`config.mk`:
```
export PLATFORM = sky130hd
export DESIGN_NAME = hs_earom_ctrl
export DESIGN_NICKNAME = d
export VERILOG_FILES = /design/src/rtl/hs_earom_ctrl.sv
export SDC_FILE = /design/constraint.sdc
export NUM_CORES = 1
export LEC_CHECK = 0
export CORE_ASPECT_RATIO = 0.7
export CORE_MARGIN = 4
export CORE_UTILIZATION = 29
export DETAILED_ROUTE_END_ITERATION = 10
export GPL_TIMING_DRIVEN = 0
export PLACE_DENSITY_LB_ADDON = 0.25
export SKIP_LAST_GASP = 1
export SLEW_MARGIN = 20
export SYNTH_ARGS = -nofsm -noshare
export SYNTH_HDL_FRONTEND = slang
export SYNTH_SLANG_ARGS = --single-unit
```
`constraint.sdc`:
```
create_clock -name clk -period 2.8 [get_ports clk]
set_input_delay 0.42 -clock clk [delete_from_list [all_inputs] [get_ports clk]]
set_output_delay 0.42 -clock clk [all_outputs]
set_load 0.05 [all_outputs]
```
`src/rtl/hs_earom_ctrl.sv`:
```
// hs_earom_ctrl: sequencer/arbiter sharing a 64x8 high-score EAROM macro
// between the game CPU (single-strobe commands) and the host save/load port
// (req/ack handshake). Every write runs erase-then-write.
// Optional build macro HS_VERIFY_EN: read back after each write and flag a
// mismatch on the sticky verify_err output.
module hs_earom_ctrl #(
    parameter int unsigned ERASE_CYC = 4,
    parameter int unsigned WRITE_CYC = 4
) (
    input  logic       clk,
    input  logic       reset_n,
    input  logic       cpu_req,
    input  logic       cpu_we,
    input  logic [5:0] cpu_addr,
    input  logic [7:0] cpu_wdata,
    output logic [7:0] cpu_rdata,
    output logic       cpu_busy,
    input  logic       host_req,
    input  logic       host_we,
    input  logic [5:0] host_addr,
    input  logic [7:0] host_wdata,
    output logic [7:0] host_rdata,
    output logic       host_ack,
    output logic [5:0] ea_a,
    output logic [7:0] ea_din,
    input  logic [7:0] ea_dout,
    output logic       ea_cs1,
    output logic       ea_c1,
    output logic       ea_c2,
    output logic       ea_rclk
`ifdef HS_VERIFY_EN
    ,
    output logic       verify_err
`endif
);

    // Hold times of zero are stretched to one clock; counters reload with N-1.
    localparam int unsigned ERASE_EFF = (ERASE_CYC == 0) ? 1 : ERASE_CYC;
    localparam int unsigned WRITE_EFF = (WRITE_CYC == 0) ? 1 : WRITE_CYC;
    localparam logic [7:0]  ERASE_LD  = 8'(ERASE_EFF - 1);
    localparam logic [7:0]  WRITE_LD  = 8'(WRITE_EFF - 1);

    localparam logic [2:0] ST_IDLE     = 3'd0;
    localparam logic [2:0] ST_ERASE    = 3'd1;
    localparam logic [2:0] ST_WRITE    = 3'd2;
    localparam logic [2:0] ST_RD_PULSE = 3'd3;
    localparam logic [2:0] ST_RD_CAP   = 3'd4;
`ifdef HS_VERIFY_EN
    localparam logic [2:0] ST_VFY_PULSE = 3'd5;
    localparam logic [2:0] ST_VFY_CAP   = 3'd6;
`endif

    logic [2:0] r_state;
    logic [7:0] r_cnt;
    logic       r_owner_host;
    logic [5:0] r_ea_a;
    logic [7:0] r_ea_din;
    logic       r_ea_cs1;
    logic       r_ea_c1;
    logic       r_ea_c2;
    logic       r_ea_rclk;

    logic       r_cpu_busy;
    logic       r_cpu_pend;
    logic       r_cpu_we;
    logic [5:0] r_cpu_addr;
    logic [7:0] r_cpu_wdata;
    logic [7:0] r_cpu_rdata;
    logic [7:0] r_host_rdata;
    logic       r_host_ack;

    logic [2:0] w_state_nx;
    logic [7:0] w_cnt_nx;
    logic       w_grant;
    logic       w_grant_host;
    logic       w_grant_we;
    logic       w_done;
    logic       w_cap;
    logic       w_host_go;
    logic       w_cpu_accept;
    logic       w_cs1_nx;
    logic       w_c1_nx;
    logic       w_c2_nx;
    logic       w_rclk_nx;
    logic [5:0] w_sel_addr;
    logic [7:0] w_sel_wdata;
`ifdef HS_VERIFY_EN
    logic       w_vfy_cap;
    logic       r_verify_err;
`endif

    // A held host_req is not re-sampled in its own ack cycle.
    assign w_host_go    = host_req && !r_host_ack;
    assign w_cpu_accept = cpu_req && !r_cpu_busy;
    assign w_sel_addr   = w_grant_host ? host_addr  : r_cpu_addr;
    assign w_sel_wdata  = w_grant_host ? host_wdata : r_cpu_wdata;
    assign w_grant_we   = w_grant_host ? host_we    : r_cpu_we;

    // Next-state logic: arbitration in IDLE, phase counting, completion flags.
    always_comb begin
        w_state_nx   = r_state;
        w_cnt_nx     = r_cnt;
        w_grant      = 1'b0;
        w_grant_host = 1'b0;
        w_done       = 1'b0;
        w_cap        = 1'b0;
`ifdef HS_VERIFY_EN
        w_vfy_cap    = 1'b0;
`endif
        case (r_state)
            ST_IDLE: begin
                if (w_host_go) begin
                    w_grant      = 1'b1;
                    w_grant_host = 1'b1;
                end else if (r_cpu_pend) begin
                    w_grant      = 1'b1;
                end
                if (w_grant) begin
                    w_state_nx = w_grant_we ? ST_ERASE : ST_RD_PULSE;
                    w_cnt_nx   = ERASE_LD;
                end
            end
            ST_ERASE: begin
                if (r_cnt == 8'd0) begin
                    w_state_nx = ST_WRITE;
                    w_cnt_nx   = WRITE_LD;
                end else begin
                    w_cnt_nx = r_cnt - 8'd1;
                end
            end
            ST_WRITE: begin
                if (r_cnt == 8'd0) begin
`ifdef HS_VERIFY_EN
                    w_state_nx = ST_VFY_PULSE;
`else
                    w_state_nx = ST_IDLE;
                    w_done     = 1'b1;
`endif
                end else begin
                    w_cnt_nx = r_cnt - 8'd1;
                end
            end
            ST_RD_PULSE: begin
                w_state_nx = ST_RD_CAP;
            end
            ST_RD_CAP: begin
                w_state_nx = ST_IDLE;
                w_done     = 1'b1;
                w_cap      = 1'b1;
            end
`ifdef HS_VERIFY_EN
            ST_VFY_PULSE: begin
                w_state_nx = ST_VFY_CAP;
            end
            ST_VFY_CAP: begin
                w_state_nx = ST_IDLE;
                w_done     = 1'b1;
                w_vfy_cap  = 1'b1;
            end
`endif
            default: begin
                w_state_nx = ST_IDLE;
            end
        endcase
    end

    // Macro control pin decode for the state being entered.
    always_comb begin
        w_cs1_nx  = 1'b0;
        w_c1_nx   = 1'b1;
        w_c2_nx   = 1'b1;
        w_rclk_nx = 1'b0;
        case (w_state_nx)
            ST_ERASE: begin
                w_cs1_nx = 1'b1;
                w_c1_nx  = 1'b0;
                w_c2_nx  = 1'b1;
            end
            ST_WRITE: begin
                w_cs1_nx = 1'b1;
                w_c1_nx  = 1'b0;
                w_c2_nx  = 1'b0;
            end
            ST_RD_PULSE: begin
                w_cs1_nx  = 1'b1;
                w_c2_nx   = 1'b0;
                w_rclk_nx = 1'b1;
            end
            ST_RD_CAP: begin
                w_cs1_nx = 1'b1;
                w_c2_nx  = 1'b0;
            end
`ifdef HS_VERIFY_EN
            ST_VFY_PULSE: begin
                w_cs1_nx  = 1'b1;
                w_c2_nx   = 1'b0;
                w_rclk_nx = 1'b1;
            end
            ST_VFY_CAP: begin
                w_cs1_nx = 1'b1;
                w_c2_nx  = 1'b0;
            end
`endif
            default: begin
                w_cs1_nx = 1'b0;
            end
        endcase
    end

    // State, phase counter and registered macro control pins.
    always_ff @(posedge clk or negedge reset_n) begin
        if (!reset_n) begin
            r_state   <= ST_IDLE;
            r_cnt     <= 8'd0;
            r_ea_cs1  <= 1'b0;
            r_ea_c1   <= 1'b1;
            r_ea_c2   <= 1'b1;
            r_ea_rclk <= 1'b0;
        end else begin
            r_state   <= w_state_nx;
            r_cnt     <= w_cnt_nx;
            r_ea_cs1  <= w_cs1_nx;
            r_ea_c1   <= w_c1_nx;
            r_ea_c2   <= w_c2_nx;
            r_ea_rclk <= w_rclk_nx;
        end
    end

    // Address/data and owner are loaded on grant and held until the next grant.
    always_ff @(posedge clk or negedge reset_n) begin
        if (!reset_n) begin
            r_ea_a       <= 6'd0;
            r_ea_din     <= 8'd0;
            r_owner_host <= 1'b0;
        end else if (w_grant) begin
            r_ea_a       <= w_sel_addr;
            r_ea_din     <= w_sel_wdata;
            r_owner_host <= w_grant_host;
        end
    end

    // CPU command capture and busy tracking.
    always_ff @(posedge clk or negedge reset_n) begin
        if (!reset_n) begin
            r_cpu_busy  <= 1'b0;
            r_cpu_pend  <= 1'b0;
            r_cpu_we    <= 1'b0;
            r_cpu_addr  <= 6'd0;
            r_cpu_wdata <= 8'd0;
        end else begin
            if (w_cpu_accept) begin
                r_cpu_busy  <= 1'b1;
                r_cpu_pend  <= 1'b1;
                r_cpu_we    <= cpu_we;
                r_cpu_addr  <= cpu_addr;
                r_cpu_wdata <= cpu_wdata;
            end else begin
                if (w_grant && !w_grant_host) begin
                    r_cpu_pend <= 1'b0;
                end
                if (w_done && !r_owner_host) begin
                    r_cpu_busy <= 1'b0;
                end
            end
        end
    end

    // Read results and host completion pulse.
    always_ff @(posedge clk or negedge reset_n) begin
        if (!reset_n) begin
            r_cpu_rdata  <= 8'd0;
            r_host_rdata <= 8'd0;
            r_host_ack   <= 1'b0;
        end else begin
            r_host_ack <= w_done && r_owner_host;
            if (w_cap && r_owner_host) begin
                r_host_rdata <= ea_dout;
            end
            if (w_cap && !r_owner_host) begin
                r_cpu_rdata <= ea_dout;
            end
        end
    end

`ifdef HS_VERIFY_EN
    // Sticky read-back mismatch flag, cleared only by reset.
    always_ff @(posedge clk or negedge reset_n) begin
        if (!reset_n) begin
            r_verify_err <= 1'b0;
        end else if (w_vfy_cap && (ea_dout != r_ea_din)) begin
            r_verify_err <= 1'b1;
        end
    end

    assign verify_err = r_verify_err;
`endif

    assign ea_a       = r_ea_a;
    assign ea_din     = r_ea_din;
    assign ea_cs1     = r_ea_cs1;
    assign ea_c1      = r_ea_c1;
    assign ea_c2      = r_ea_c2;
    assign ea_rclk    = r_ea_rclk;
    assign cpu_rdata  = r_cpu_rdata;
    assign cpu_busy   = r_cpu_busy;
    assign host_rdata = r_host_rdata;
    assign host_ack   = r_host_ack;

endmodule

```
======== After elaboration in Yosys (flattened, before gate mapping) ========
Index checks and enable logic that the tools add are counted.
word-level totals
  flip-flop bits (word level) ............. 64
  output and inout bits ................... 36
  word-level logic and storage cells ...... 77
operators by class
  $add $sub $neg .......................... 1
  equality and inequality tests ........... 10
  muxes and demuxes ....................... 29
  reductions and logical operators ........ 20
operator list
  operator                                                                 count
  8-bit 2-to-1 mux                                                         4
  8-bit one-hot mux with 3 select lines                                    1
  1-bit 2-to-1 mux                                                         17
  3-bit by 2-bit == test with 1-bit output, second input constant          4
  3-bit one-hot mux with 4 select lines                                    1
  3-bit 2-to-1 mux                                                         3
  8-bit logical NOT                                                        1
  8-bit by 1-bit subtractor with 8-bit output, second input constant       1
  1-bit logical AND                                                        7
  3-bit by 1-bit == test with 1-bit output, second input constant          2
  3-bit == test, second input constant                                     2
  6-bit 2-to-1 mux                                                         1
  1-bit logical NOT                                                        4
  2-bit nonzero test                                                       2
  4-bit OR reduction                                                       1
  3-bit logical NOT                                                        1
  3-bit AND reduction                                                      1
  3-bit nonzero test                                                       1
  3-bit OR reduction                                                       1
  2-bit 2-to-1 mux                                                         1
  2-bit by 1-bit inequality test with 1-bit output, second input constant  1
  2-bit inequality test, second input constant                             1
  1-bit one-hot mux with 2 select lines                                    1
  2-bit OR reduction                                                       1

======== Depth between registers and ports, before layout ========
  word-level depth ........................ 11
  mapped depth ............................ 7

======== Worst setup path after synthesis ========
Ideal clock, no wire load.
  path kind ............................... reg-to-reg
  start ................................... register r_cnt[0]
  end ..................................... register r_cnt[7]
  data arrival time ....................... 1,709 ps
  required time ........................... 2,721 ps
  slack ................................... 1,012 ps
  stages on the path, launching flop included .. 7
  buffers on the path ..................... 0
  path through ............................ dfrtp_1 inv_1 ha_1 nor3b_2 a211o_4 a2111oi_4 mux2i_1
on the way
  longest elaborated chain between the ends .. 3
  elaborated cells between the ends (all ways) .. 7
ends and longest elaborated chain
  element                                                                           RTL line  RTL
  start: declaration                                                                54        logic [7:0] r_cnt;
  start signal: assignment                                                          221       r_cnt <= w_cnt_nx;
  8-bit by 1-bit subtractor with 8-bit output or 8-bit logical NOT (tied branches)  n/a
  8-bit 2-to-1 mux, or another cell as far along                                    132       if (r_cnt == 8'd0) begin
  8-bit one-hot mux with 3 select lines or 3-bit AND reduction (tied branches)      n/a
Several ways; a longest one is shown, not always the timed one. The select of a mux whose other input is x is not followed.
A chain may end at the register's enable or synchronous reset.

======== Final worst setup path ========
  start ................................... register r_ea_c2, in the netlist ea_c2
  end ..................................... output ea_c2
RTL lines
  element                   RTL line  RTL
  start: declaration        60        logic r_ea_c2;
  start signal: assignment  224       r_ea_c2 <= w_c2_nx;
  end: declaration          29        output logic ea_c2,
No word-level cell between the ends.

==> flow_summary.toml <==
[layout]
diodes = 0
multi_input_area_sq_mm = 0.00119
final-seq-area_sq_mm = 0.00160
fillCellCount = 931
final_area_sq_mm = 0.00411
drive_above_1_share_pct = 19.6
area_growth_pct = 43.1
nets = 370

[timing]
hold_viol = 0
setup_tns_ps = 0
post-route-period-util_pct = 72.7
fmax_ghz = 0.491
worst_pin_slew_ps = 686
finalMaxSlewViolations = 0
final.setup.worst_slack_ps = 765
grt_setup_unrepaired = "no"
fin_crit_ps = 2030
setup_viol = 0
skew_ps = 7.76
max_slew_margin_pct = 54.1

[critical_path]
cp_slowest_cell = "clkdlybuf4s50_1"
path_depth = 1
r2r_cells = 6
crit_family = "buffers and inverters"
cp_data_arrival_time_ps = 1610
worstSetupEndpointType = "output port"
critPathLaunchType = "register"
critPathMaxStageDelay_ps = 790
cp_cell_sequence = "clkdlybuf4s50_1"
cp_data_required_time_ps = 2380
critPathKind = "register to output port"
critPathBufInv = 1
path_max_fanout = 1

[pwr]
p_leak_nw = 1.72
power_density_mw_per_mm2 = 515
ir_drop_mv = 0.423

[yosys]
synth-seq-cells = 64
synthAdderAreaFrac_pct = 0.870
synthMuxAreaShare_pct = 13.5
synth_top_area_cell = "dfrtp_1"
netlist_top_cells_area = "dfrtp_1 54%, mux2_2 12%, a21oi_1 3.5%"
synth_top_area_share_pct = 54.0
synth_cells = 236
synth_compound_area_share_pct = 15.1
synth_ff_type = "dfrtp_1"
synth_top_family_by_area = "compound AO/OA/AOI/OAI gates"
yosys.area_share.simple_pct = 11.6
yosysUniqueCellTypes = 46
synth_area_sq_mm = 0.00288
yosysSeqAreaShare_pct = 55.8
synth_edf_count = 0
synthArstFlopShare_pct = 100
synthXorXnorAreaFrac_pct = 0.305
synth_nets = 280
ys_warn_count = 0
synth_area_per_cell_sq_um = 12.2

[cts]
cts-resized-gates = 0
clk_pin_slew_worst_paths_ps = 50
htree_num_levels = 3
insertion_delay_ps = 320
cts_buffers = 9
hold_buffers = 1
cts_buffer_depth = 2
cts_setup_buffers = 0
cts_sinks = 64
cts-root-buf = "clkbuf_16"
cts_tree = "yes"

[grt]
grt_pass1_wl_microns = 11600
antenna_found_initial = 0
grtUsageTotal_pct = 12.7
grt_max_degree = 53
grt_pass1_vias = 2337
grt_overflow_total = 0

[min_path]
hp-class = "input pin to async pin"

[placed_design]
dpl-instance-area_sq_mm = 0.00383
io_buffers = 77
place.gp.congestion = 0.813
dp_hpwl_microns = 4930
place_ws_ps = 546

[floorplanning]
chipHeight_microns = 91.3
fp.coreArea_sq_mm = 0.00968
row_count = 30
start_util_pct = 29.7
die-area_sq_mm = 0.0116
die_w_microns = 127
io_pins = 78

[status]
status = "completed"

[routing]
wirelength_met1_microns = 3290
routed.top_layer = "met4"
wl_met3_microns = 304
dr_total_vias = 2202
drt_first_pass_iters = 4
drc_errors = 0
antenna_left = 0
wire_per_inst_microns = 15.0
avgViaCountPerCell = 4.80
drt_wl_total_microns = 6900
wl_met2_microns = 3240
drt_iter0_markers = 91

[run]
maxCapViolCount = 0
==> layout make-up <==
type / instances / share of cell area [%]
sequential: 64 / 39.0
multi-input combinational: 155 / 29.0
clock buffer: 15 / 6.51
timing repair buffer: 79 / 19.6
buffer: 13 / 1.55
tap: 128 / 3.89
clock inverter: 1 / 0.122
inverter: 4 / 0.365
==> cells by family (layout without fill, tap and decap cells) <==
logic type | Yosys count | after routing
DFF | 64 | 64
AOI/OAI and AO/OA | 64 | 64
and+or+nand+nor | 53 | 53
buffers and inverters | 17 | 112
adders and majority gates | 2 | 2
xor gates and xnor gates | 1 | 1
muxes | 35 | 35
==> state kept, by name, summed over array words and instances (netlist names) <==
| register | cells |
|---|---|
| r_owner_host | 1 |
| ea_c2 | 1 |
| r_state | 3 |
| ea_a | 6 |
| r_cpu_we | 1 |
| host_ack | 1 |
| r_cpu_pend | 1 |
| cpu_rdata | 8 |
| ea_c1 | 1 |
| ea_din | 8 |
| r_cnt | 8 |
| ea_rclk | 1 |
| host_rdata | 8 |
| cpu_busy | 1 |
| ea_cs1 | 1 |
| r_cpu_addr | 6 |
| r_cpu_wdata | 8 |
==> cell usage after synthesis (2+ instances only) <==
cell type  number
mux2_2         31
o21a_1          4
nand2b_1        3
mux2i_1         4
o22ai_1        14
nor4b_4         2
o21bai_1        4
a21boi_0        2
ha_1            2
a21oi_1        20
clkbuf_1        5
nand2_1         8
dfrtp_1        62
inv_1           4
or4_1           2
buf_2           6
and2_1          2
dfstp_2         2
nor2b_1         4
buf_4           2
nor2_1         20
a211o_1         2
o21ai_0         7
or2_1           2
==> worst paths after layout <==
| path | slack [ps] | startpoint | end |
|---|---|---|---|
| worst max register to register | 830 | r_cnt[0] | r_cnt[7] |
| min in group clk | 500 | cpu_rdata[6] | cpu_rdata[6] |
| worst min-delay path | 500 | reset_n | r_cpu_wdata[7] |
| worst max-delay path | 770 | ea_c2 | ea_c2 |
| max in group asynchronous | 1740 | reset_n | ea_c1 |
| worst min register to register | 500 | cpu_rdata[6] | cpu_rdata[6] |
==> power breakdown <==
part	internal (mW)	total, mW	switching (mW)
clock network	0.646	1.01	0.367
logic	0.0857	0.137	0.0510
registers	0.953	0.968	0.0149
==> layout by cell type, fill, tap and decap left out, drive strengths merged, types with 4 or more instances in the layout <==
cell,n
clkdlybuf4s50,76
dfrtp,62
mux2,31
nor2,20
a21oi,20
clkbuf,20
o22ai,14
buf,10
nand2,8
o21ai,7
inv,4
nor2b,4
o21a,4
o21bai,4
mux2i,4
==> through the flow <==
| step | total power [mW] | std cells | util, % | hold WS (ps) |
|---|---|---|---|---|
| floorplan | 1.03 | 236 | - | 124 |
| global placement | 1.11 | 441 | 39.3 | 491 |
| detailed placement | 1.12 | 442 | 39.6 | 283 |
| CTS | 2.16 | 459 | 42.5 | 480 |
| global route | 2.22 | 459 | 42.5 | 502 |
| finish | 2.12 | 459 | 42.5 | 497 |
==> routing by layer <==
metal	track usage [%]	vias up
met5	0	-
met4	4.82	0
met3	3.94	5
met2	19.0	50
met1	17.2	1106
li1	-	1041
(Power assumes the default switching activity.)
